## src/rtl/mem_sum_pkg.sv

```systemverilog
// mem_sum_pkg: shared types and default widths for the mem_sum_engine slice.
//   sum_state_t : engine FSM states (S_WRITE is only reachable when the
//                 SUM_WRITEBACK_EN macro is defined)
//   *_DEF       : default data/address/count widths
package mem_sum_pkg;

    localparam int DATA_W_DEF = 32;
    localparam int ADDR_W_DEF = 32;
    localparam int CNT_W_DEF  = 8;

    typedef enum logic [1:0] {
        S_IDLE  = 2'd0,
        S_READ  = 2'd1,
        S_WRITE = 2'd2,
        S_DONE  = 2'd3
    } sum_state_t;

endpackage

```

## src/rtl/mem_sum_engine_if.sv

```systemverilog
// mem_sum_engine_if: memory-side bus between the summing engine and the data
// memory.
//   mem_addr  : word address
//   mem_read  : read enable
//   mem_write : write enable
//   mem_wdata : write data
//   mem_rdata : read data, combinational from the memory for mem_addr
// Modports: master (engine side), slave (memory side).
interface mem_sum_engine_if #(
    parameter int ADDR_W = 32,
    parameter int DATA_W = 32
);
    logic [ADDR_W-1:0] mem_addr;
    logic              mem_read;
    logic              mem_write;
    logic [DATA_W-1:0] mem_wdata;
    logic [DATA_W-1:0] mem_rdata;

    modport master (
        output mem_addr, mem_read, mem_write, mem_wdata,
        input  mem_rdata
    );

    modport slave (
        input  mem_addr, mem_read, mem_write, mem_wdata,
        output mem_rdata
    );
endinterface

```

## src/rtl/mem_sum_engine_sum_acc.sv

```systemverilog
// sum_acc: running-sum register with sticky carry-out.
//   clk, rst : clock, synchronous active-low reset
//   clr      : zero sum and overflow (wins over en)
//   en       : add din into the sum this edge
//   din      : addend
//   sum      : registered running sum, modulo 2^DATA_W
//   overflow : sticky, set by any carry-out since the last clear
module sum_acc #(
    parameter int DATA_W = 32
) (
    input  logic              clk,
    input  logic              rst,
    input  logic              clr,
    input  logic              en,
    input  logic [DATA_W-1:0] din,
    output logic [DATA_W-1:0] sum,
    output logic              overflow
);
    // One extra bit on the adder to capture the carry-out.
    logic [DATA_W:0] add;

    assign add = {1'b0, sum} + {1'b0, din};

    always_ff @(posedge clk) begin
        if (!rst) begin
            sum      <= '0;
            overflow <= 1'b0;
        end else if (clr) begin
            sum      <= '0;
            overflow <= 1'b0;
        end else if (en) begin
            sum      <= add[DATA_W-1:0];
            overflow <= overflow | add[DATA_W];
        end
    end
endmodule

```

## src/rtl/mem_sum_engine.sv

```systemverilog
// mem_sum_engine: reads `count` consecutive words from base_addr, one per
// clock, and returns their sum with a one-cycle done pulse.
//   clk, rst  : clock, synchronous active-low reset
//   start     : run request, only looked at while idle
//   base_addr : first word address (latched on accepted start)
//   count     : number of words (latched on accepted start)
//   busy      : high outside IDLE
//   done      : one-cycle completion pulse
//   sum       : result, held until the next accepted start
//   overflow  : sticky carry-out of the accumulation
//   mem       : memory bus (master side)
// Optional feature macro SUM_WRITEBACK_EN: after the last read, write the sum
// to RESULT_ADDR for one cycle before signalling done. Without it mem_write
// and mem_wdata are held at 0.
module mem_sum_engine
    import mem_sum_pkg::*;
#(
    parameter int                DATA_W      = DATA_W_DEF,
    parameter int                ADDR_W      = ADDR_W_DEF,
    parameter int                CNT_W       = CNT_W_DEF,
    parameter logic [ADDR_W-1:0] RESULT_ADDR = ADDR_W'(1010)
) (
    input  logic                 clk,
    input  logic                 rst,
    input  logic                 start,
    input  logic [ADDR_W-1:0]    base_addr,
    input  logic [CNT_W-1:0]     count,
    output logic                 busy,
    output logic                 done,
    output logic [DATA_W-1:0]    sum,
    output logic                 overflow,
    mem_sum_engine_if.master     mem
);
    sum_state_t        state, state_nx;
    logic [ADDR_W-1:0] base_q;
    logic [CNT_W-1:0]  cnt_q;
    logic [CNT_W-1:0]  idx;
    logic              acc_clr, acc_en, last_rd, accept;

    assign accept  = (state == S_IDLE) && start;
    // READ is only entered with cnt_q != 0, so cnt_q-1 never underflows there.
    assign last_rd = (idx == cnt_q - CNT_W'(1));

    always_ff @(posedge clk) begin
        if (!rst) state <= S_IDLE;
        else      state <= state_nx;
    end

    always_ff @(posedge clk) begin
        if (!rst) begin
            base_q <= '0;
            cnt_q  <= '0;
            idx    <= '0;
        end else if (accept) begin
            base_q <= base_addr;
            cnt_q  <= count;
            idx    <= '0;
        end else if (state == S_READ) begin
            idx <= idx + CNT_W'(1);
        end
    end

    always_comb begin
        state_nx = state;
        acc_clr  = 1'b0;
        acc_en   = 1'b0;
        case (state)
            S_IDLE: begin
                if (start) begin
                    acc_clr  = 1'b1;
                    state_nx = (count == '0) ? S_DONE : S_READ;
                end
            end
            S_READ: begin
                acc_en = 1'b1;
                if (last_rd) begin
`ifdef SUM_WRITEBACK_EN
                    state_nx = S_WRITE;
`else
                    state_nx = S_DONE;
`endif
                end
            end
`ifdef SUM_WRITEBACK_EN
            S_WRITE: state_nx = S_DONE;
`endif
            S_DONE:  state_nx = S_IDLE;
            default: state_nx = S_IDLE;
        endcase
    end

    sum_acc #(.DATA_W(DATA_W)) u_acc (
        .clk      (clk),
        .rst      (rst),
        .clr      (acc_clr),
        .en       (acc_en),
        .din      (mem.mem_rdata),
        .sum      (sum),
        .overflow (overflow)
    );

    assign busy = (state != S_IDLE);
    assign done = (state == S_DONE);

    // Bus outputs decode state and registers only; the read address wraps
    // naturally at 2^ADDR_W.
    always_comb begin
        mem.mem_addr  = '0;
        mem.mem_read  = 1'b0;
        mem.mem_write = 1'b0;
        mem.mem_wdata = '0;
        if (state == S_READ) begin
            mem.mem_addr = base_q + ADDR_W'(idx);
            mem.mem_read = 1'b1;
        end
`ifdef SUM_WRITEBACK_EN
        if (state == S_WRITE) begin
            mem.mem_addr  = RESULT_ADDR;
            mem.mem_write = 1'b1;
            mem.mem_wdata = sum;
        end
`endif
    end
endmodule

```

## src/flat_wrapper.sv

```systemverilog
// flat-port wrapper written by rule: the top's interface ports become plain ports
module mem_sum_engine_flat import mem_sum_pkg::*;
#(
    parameter int                DATA_W      = DATA_W_DEF,
    parameter int                ADDR_W      = ADDR_W_DEF,
    parameter int                CNT_W       = CNT_W_DEF,
    parameter logic [ADDR_W-1:0] RESULT_ADDR = ADDR_W'(1010)
)
  (clk, rst, start, base_addr, count, busy, done, sum, overflow, mem_mem_addr, mem_mem_read, mem_mem_write, mem_mem_wdata, mem_mem_rdata);
  mem_sum_engine_if #(.ADDR_W(ADDR_W), .DATA_W(DATA_W)) mem_i ();
  input  logic clk;
  input  logic rst;
  input  logic start;
  input  logic [ADDR_W-1:0] base_addr;
  input  logic [CNT_W-1:0] count;
  output logic busy;
  output logic done;
  output logic [DATA_W-1:0] sum;
  output logic overflow;
  output wire logic [$bits(mem_i.mem_addr)-1:0] mem_mem_addr;
  output wire logic [$bits(mem_i.mem_read)-1:0] mem_mem_read;
  output wire logic [$bits(mem_i.mem_write)-1:0] mem_mem_write;
  output wire logic [$bits(mem_i.mem_wdata)-1:0] mem_mem_wdata;
  input wire logic [$bits(mem_i.mem_rdata)-1:0] mem_mem_rdata;
  assign mem_mem_addr = mem_i.mem_addr;
  assign mem_mem_read = mem_i.mem_read;
  assign mem_mem_write = mem_i.mem_write;
  assign mem_mem_wdata = mem_i.mem_wdata;
  assign mem_i.mem_rdata = mem_mem_rdata;
  mem_sum_engine #(.DATA_W(DATA_W), .ADDR_W(ADDR_W), .CNT_W(CNT_W), .RESULT_ADDR(RESULT_ADDR)) u_core (.clk(clk), .rst(rst), .start(start), .base_addr(base_addr), .count(count), .busy(busy), .done(done), .sum(sum), .overflow(overflow), .mem(mem_i));
endmodule
```

## config.mk

```make
export PLATFORM = sky130hd
export DESIGN_NAME = mem_sum_engine_flat
export DESIGN_NICKNAME = d
export VERILOG_FILES = /design/src/rtl/mem_sum_pkg.sv /design/src/rtl/mem_sum_engine_if.sv /design/src/rtl/mem_sum_engine_sum_acc.sv /design/src/rtl/mem_sum_engine.sv /design/src/flat_wrapper.sv
export SDC_FILE = /design/constraint.sdc
export NUM_CORES = 1
export LEC_CHECK = 0
export ABC_AREA = 1
export CORE_MARGIN = 3
export CORE_UTILIZATION = 55
export CTS_BUF_LIST = sky130_fd_sc_hd__clkbuf_4 sky130_fd_sc_hd__clkbuf_8
export CTS_CLUSTER_SIZE = 16
export DETAILED_ROUTE_END_ITERATION = 8
export GPL_ROUTABILITY_DRIVEN = 0
export PLACE_DENSITY = 0.95
export SYNTH_ARGS = -nofsm -noshare
export SYNTH_HDL_FRONTEND = slang
export SYNTH_SLANG_ARGS = --single-unit
```

## constraint.sdc

```tcl
create_clock -name clk -period 4.55 [get_ports clk]
set_input_delay 0.91 -clock clk [delete_from_list [all_inputs] [get_ports clk]]
set_output_delay 0.91 -clock clk [all_outputs]
set_load 0.05 [all_outputs]
```

==> run_results.csv, run 1 <==
group,metric,value,unit
synthesis,async_flop_share,0,
synthesis,yosys_warnings,0,
worst_setup_path,crit_slowest_cell,"clkdlybuf4s50_1",
clocking,cts.clk_slew.worst_paths,0.09,ns
power_and_ir_drop,swShare,0.398,
worst_setup_path,worst_ep_required_time,3.64,ns
power_and_ir_drop,power_frac_clock,0.274,
route,route.detailed.wl_per_inst,13.0,um
global_routing,grt_max_degree,56,
worst_setup_path,crit_buf_inv,2,
cells_and_area,final_common_cell,"nand2_1",
floorplanning,dieArea,14500,um^2
synthesis,syn_inst,1236,
synthesis,synth_ff_type,"dfxtp_1",
synthesis,ys_ff_latch,83,
worst_setup_path,end_kind,"primary output",
sta,rsz0062_at_grt,"false",
sta,relSlewSlack,0.537,
sta,final.min_clock_period,4.28,ns
synthesis,synth_top_area_frac,0.230,
clocking,clk-insertion-delay-late,0.39,ns
route,drt-vias-per-instance,5.17,
sta,fin_crit_sh,0.940,
floorplanning,start_util,0.567,
global_routing,antenna_found_initial,0,
floorplanning,placementRows,41,
clocking,cts-root-buf,"clkbuf_8",
power_and_ir_drop,internal-power,1.40,mW
clocking,h-tree-depth,3,
worst_setup_path,cp_data_arrival_time,3.37,ns
sta,setup_ws,0.274,ns
global_routing,grt_overflow,0,
clocking,tritoncts,"built",
worst_setup_path,cp_top_family,"buffers and inverters",
cells_and_area,design_area,8870,um^2
placed_design,placed_cell_area,8630,um^2
global_routing,grt_usage,0.275,
sta,fin_worst_skew,0.0102,ns
clocking,cts_sinks,83,
floorplanning,core_area,12700,um^2
sta,finalHoldViolCount,0,
global_routing,grt_pass1_wl,32700,um
power_and_ir_drop,p_switching,928,uW
power_and_ir_drop,combPwrFrac,0.366,
route,routed_wl,20100,um
worst_setup_path,path_cells,"ha_1 > inv_1 > fa_1 > o21ai_1 > nand2_1 > nand2_1 > nand2_1 > nand2_4 > nand2_2 > nor2_2 > o21ai_1 > a21oi_1 > clkdlybuf4s50_1",
worst_setup_path,cp_slowest_stage_delay,0.82,ns
synthesis,avgSynthCellArea,5.84,um^2
route,drt_iter0_drc,581,
cells_and_area,layout-drive-gt1-share,0.0481,
route,drc,0,
power_and_ir_drop,ir_drop,0.000288,V
cells_and_area,fill_cells,1088,
route,dr_total_vias,7974,
min_path,hold_class,"register to register",
clocking,post_cts_buffers,0,
worst_setup_path,path_max_fanout,8,
cells_and_area,mostFrequentLayoutCells,"nand2_1 (337), nor2_1 (204), inv_1 (200)",
route,drt_first_pass_iters,5,
job,maxCapViolations,0,
cells_and_area,finalNonFillerCells,1543,
worst_setup_path,startpoint_type,"register",
placed_design,dp_hpwl,15600,um
cells_and_area,syn2layout_area_growth,23.0,%
placed_design,dp_slack,0.683,ns
outcome,status,"finished clean",
clocking,cts_inserted_buffers,9,
cells_and_area,utilization,0.698,
cells_and_area,nets,1485,
synthesis,netlist_top_cells_area,"dfxtp_1 (23%), nand2_1 (18%), nor2_1 (11%), inv_1 (10%), ha_1 (7.3%)",
sta,drv_slew,0,
power_and_ir_drop,p_leak,4.52,nW
synthesis,synth_cell_types,42,
synthesis,yosysTopAreaCell,"dfxtp_1",
floorplanning,die_h,121,um
power_and_ir_drop,powerDensity,262,nW/um^2
sta,timing.fmax,234,MHz
placed_design,dp.cells,1527,
worst_setup_path,critPathKind,"register to primary output",
synthesis,synth_edf_count,0,
floorplanning,die_width,121,um
global_routing,grt_pass1_vias,7442,
sta,tns,0,ns
clocking,clockBufferDepth,2,
sta,tightest_slew,0.694,ns
worst_setup_path,critPathMostFrequentCell,"nand2_1",
synthesis,synth_area,7210,um^2
floorplanning,io_pins,176,
power_and_ir_drop,seqPwrFrac,0.361,
sta,setup_viol,0,
placed_design,port_buffers,142,
route,ant_nets,0,
cells_and_area,n_antenna_cell,0,
synthesis,yosysSeqAreaShare,0.230,
sequential cells by signal, summed over array words and instances (netlist names):
name                   count
u_core.idx                 8
u_core.base_q             32
u_core.u_acc.overflow      1
u_core.u_acc.sum          32
u_core.cnt_q               8
u_core.state               2
kinds of logic after synthesis:
kind of cell / share of synthesized area
other: 0.000520
buffers and inverters: 0.158
DFF: 0.230
adders and majority gates: 0.0784
xor gates and xnor gates: 0.0340
AOI/OAI and AO/OA: 0.107
and+or+nand+nor: 0.391
repair_timing:
item	CTS	global route
setup endpoints to repair	0	3
gates resized for setup	0	3
hold buffers	0	0
stage by stage:
stage | power, mW | hold slack (ns)
floorplan | 1.47 | 0.445
global placement | 1.67 | 0.444
detailed placement | 1.69 | 0.452
CTS | 2.33 | 0.464
global route | 2.46 | 0.503
finish | 2.33 | 0.460
Yosys cell counts, types with 2 or more instances:
cell type and number:
nand2_1 337, nor2_1 204, inv_1 200, dfxtp_1 83, a21oi_1 64, o21ai_0 64, nand3_1 63, ha_1 42
buf_4 33, xor2_1 20, clkbuf_1 14, nand2_2 13, buf_2 10, nor3_1 10, xnor2_1 8, inv_2 7
nand4_1 7, o21ai_1 7, nor2_2 5, nor4_1 4, o21bai_1 4, a31oi_1 3, and2_1 3, nor3_2 3
nor4_2 3, fa_1 2, nand2_4 2, nor2_4 2, nor3b_2 2, o211ai_1 2, o21a_1 2, o21ai_2 2
or2_2 2
layout make-up:
type | instances | area (um^2) | share of cell area
clock buffer | 10 | 138 | 0.0155
clock inverter | 6 | 95.1 | 0.0107
inverter | 207 | 777 | 0.0876
multi-input combinational | 919 | 4530 | 0.510
sequential | 83 | 1660 | 0.187
tap | 172 | 215 | 0.0242
timing repair buffer | 146 | 1460 | 0.164
path summary, 6_finish.rpt:
path	start	endpoint	slack, ns	cells past startpoint
min reg2reg	u_core.u_acc.overflow	u_core.u_acc.overflow	0.46	2
min	u_core.u_acc.overflow	u_core.u_acc.overflow	0.46	2
max reg2reg	u_core.u_acc.sum[0]	u_core.u_acc.sum[24]	2.41	14
max	u_core.idx[0]	mem_mem_addr[24]	0.27	13
tightest hold or removal path: cells and delay by family (launching register included):
kind                   cells  cell delay [ns]
DFF                        1             0.32
buffers and inverters      1             0.05
AOI/OAI and AO/OA          1             0.05
power by group through the flow:
| stage | logic [mW] | registers (mW) | clock network, mW |
|---|---|---|---|
| 5_1_grt | 0.934 | 0.847 | 0.678 |
| 4_1_cts | 0.846 | 0.838 | 0.650 |
| 6_report | 0.852 | 0.840 | 0.637 |
| 2_1_floorplan | 0.559 | 0.910 | 0 |
| 3_5_place_dp | 0.839 | 0.855 | 0 |
| 3_3_place_gp | 0.820 | 0.852 | 0 |
routing by layer:
metal  global-route usage  routed length [um]  share of wire
met1                0.315                7980           0.40
met2                0.479                9790           0.49
met3               0.0650                1490          0.074
met4                0.137                 832          0.041
met5                    0                   0              0
Power figures use the tool's default switching activity.
==> run 2, diff against run 1 <==
Settings changed: ABC_AREA 1 to 0, CORE_UTILIZATION 55 to 54.
==> run 2 against run 1 <==
Largest power group is now sequential cells. Power shrank 13%. Count of clock-buffer cells in the layout unchanged. Non-clock buffer count is 4 higher. Largest cell class unchanged. Combinational power decreased by 22%. Sequential power decreased by 3.5%. Maximum frequency is 2.0% lower. Clock skew is 0.0038 ns higher. Flip-flop and latch count stayed put. Critical endpoint is now mem_mem_addr[23].
==> run_results.csv, run 2 <==
group,metric,value,unit
placed_design,port_buffers,142,
route,routed_wl,17200,um
clocking,tritoncts,"built",
synthesis,ys_ff_latch,83,
min_path,min_from,"u_core.u_acc.sum[7]",
synthesis,synth_top_area_frac,0.264,
min_path,hold_class,"register to register",
global_routing,grt_pass1_vias,5859,
global_routing,grt_pass1_wl,27700,um
global_routing,antenna_found_initial,0,
route,route.detailed.wl_per_inst,15.6,um
sta,tns,0,ns
floorplanning,dieArea,13000,um^2
power_and_ir_drop,p_leak,3.27,nW
floorplanning,start_util,0.566,
worst_setup_path,end_kind,"primary output",
clocking,cts_hold_repair.buffers,0,
clocking,cts.clk_slew.worst_paths,0.09,ns
worst_setup_path,timing.rr.start,"u_core.u_acc.sum[19]",
clocking,post_cts_buffers,0,
worst_setup_path,path_max_fanout,13,
clocking,cts_sinks,83,
clocking,cts.repair.resized,5,
min_path,min_delay_path_depth,2,
route,drt-vias-per-instance,5.90,
worst_setup_path,reg2reg_depth,8,
worst_setup_path,ff2ff_setup_slack,1.90,ns
worst_setup_path,r2r-end,"u_core.u_acc.sum[26]",
sta,timing.fmax,229,MHz
synthesis,syn_inst,840,
worst_setup_path,cp_data_arrival_time,3.46,ns
worst_setup_path,worst_ep_required_time,3.64,ns
sta,fin_crit_sh,0.959,
synthesis,avgSynthCellArea,7.50,um^2
clocking,clockBufferDepth,2,
synthesis,synth_ff_type,"dfxtp_1",
job,maxCapViolations,0,
synthesis,yosys_warnings,0,
floorplanning,die_width,114,um
sta,setup_viol,0,
power_and_ir_drop,powerDensity,259,nW/um^2
cells_and_area,layout-drive-gt1-share,0.0499,
cells_and_area,utilization,0.706,
synthesis,async_flop_share,0,
clocking,clk-insertion-delay-late,0.36,ns
floorplanning,core_area,11100,um^2
synthesis,yosysTopAreaCell,"dfxtp_1",
cells_and_area,final_common_cell,"nand2_1",
floorplanning,placementRows,38,
route,drt_first_pass_iters,5,
floorplanning,die_h,114,um
sta,relSlewSlack,0.506,
clocking,h-tree-depth,3,
clocking,cts-root-buf,"clkbuf_8",
sta,finalHoldViolCount,0,
synthesis,synth_area,6300,um^2
route,drc,0,
route,ant_nets,0,
power_and_ir_drop,ir_drop,0.000173,V
synthesis,synthTopCellsByCount,"nand2_1 (141), dfxtp_1 (83), a21oi_1 (62)",
sta,final.min_clock_period,4.37,ns
worst_setup_path,worstSetupStartpoint,"u_core.idx[1]",
cells_and_area,top_regs,"u_core.base_q: 32 flops, u_core.u_acc.sum: 32 flops",
sta,fin_worst_skew,0.0140,ns
clocking,cts_inserted_buffers,9,
synthesis,synth_edf_count,0,
cells_and_area,mostFrequentLayoutCells,"nand2_1 (141), clkdlybuf4s50_1 (126), dfxtp_1 (82)",
sta,tightest_slew,0.741,ns
global_routing,grt_max_degree,45,
worst_setup_path,critPathKind,"register to primary output",
min_path,holdPathEnd,"u_core.u_acc.sum[7]",
global_routing,grt_overflow,0,
synthesis,yosysSeqAreaShare,0.264,
route,drt_iter0_drc,593,
synthesis,netlist_top_cells_area,"dfxtp_1 (26%), nand2_1 (8.4%), ha_1 (8.3%), a21boi_0 (5.2%), a21oi_1 (4.9%)",
floorplanning,io_pins,176,
cells_and_area,nets,1076,
sta,drv_slew,0,
cells_and_area,syn2layout_area_growth,24.7,%
global_routing,grt_usage,0.256,
synthesis,yosysMostFrequentCell,"nand2_1",
route,dr_total_vias,6501,
synthesis,synth_cell_types,68,
worst_setup_path,startpoint_type,"register",
cells_and_area,n_antenna_cell,0,
power_and_ir_drop,power,2.04,mW
outcome,status,"finished clean",
placed_design,dp_hpwl,12900,um
-- run 2: cell count changes after synthesis, sizes merged, moves of 16 or more --
cell,delta
o21ai,-34
clkbuf,+20
a21boi,+44
nor2,-154
nand3,-25
inv,-189
and3,+16
nand2,-211
a21o,+22
-- run 2: worst max path at each step --
stage | to | slack, ns | depth (start not counted)
after floorplan | mem_mem_addr[22] | 0.56 | 11
after global placement | mem_mem_addr[13] | 0.42 | 9
after detailed placement | mem_mem_addr[13] | 0.34 | 9
after CTS | mem_mem_addr[13] | 0.05 | 9
after global routing | mem_mem_addr[23] | -0.02 | 9
final | mem_mem_addr[23] | 0.18 | 9
-- run 2: worst max-delay path, stage by stage (launching register included) --
cell and delay, ns:
dfxtp_1 0.46, ha_1 0.28, a21o_1 0.18, a21o_1 0.22, a2111oi_2 0.47, o21ai_2 0.27
nand3_1 0.20, xor2_1 0.11, nor2_1 0.10, clkdlybuf4s50_1 0.81
-- run 2: layer usage --
| layer | vias to the layer above | share of wire | GRT usage |
|---|---|---|---|
| met2 | 317 | 0.47 | 0.428 |
| met4 | 0 | 0.032 | 0.0926 |
| li1 | 3146 | - | - |
| met3 | 46 | 0.083 | 0.0515 |
| met5 | - | 0 | 0 |
| met1 | 2992 | 0.41 | 0.327 |
-- run 2: final cells by class --
type | instances | area (um^2)
fill | 881 | 3270
clock inverter | 5 | 63.8
tap | 140 | 175
timing repair buffer | 150 | 1470
inverter | 19 | 71.3
multi-input combinational | 694 | 4270
sequential | 83 | 1660
clock buffer | 10 | 138
-- run 2: logic make-up (layout without fill, tap and decap cells) --
| group | Yosys count | count (layout) | share of synthesized area |
|---|---|---|---|
| other cells | 1 | 33 | 0.000595 |
| simple gates | 343 | 343 | 0.262 |
| flops | 83 | 83 | 0.264 |
| compound gates | 225 | 225 | 0.236 |
| fa+ha+maj | 44 | 44 | 0.0898 |
| buf+inv | 95 | 184 | 0.0791 |
| mux | 4 | 4 | 0.00675 |
| xor+xnor | 45 | 45 | 0.0626 |
-- run 2: stage by stage --
step	hold slack (ns)	instances	setup WS [ns]	area (um^2)
2_1_floorplan	0.443	872	0.564	6420
4_1_cts	0.478	1101	0.0528	7830
6_report	0.473	1101	0.184	7850
3_5_place_dp	0.465	1086	0.335	7630
3_3_place_gp	0.454	1086	0.417	7630
5_1_grt	0.495	1101	-0.0182	7850
-- run 2: where the power goes --
group / internal [mW] / switching, mW / leakage, nW
Clock: 0.269 / 0.289 / 0.0985
Combinational: 0.246 / 0.421 / 2.49
Sequential: 0.769 / 0.0429 / 0.678
Total: 1.28 / 0.753 / 3.27
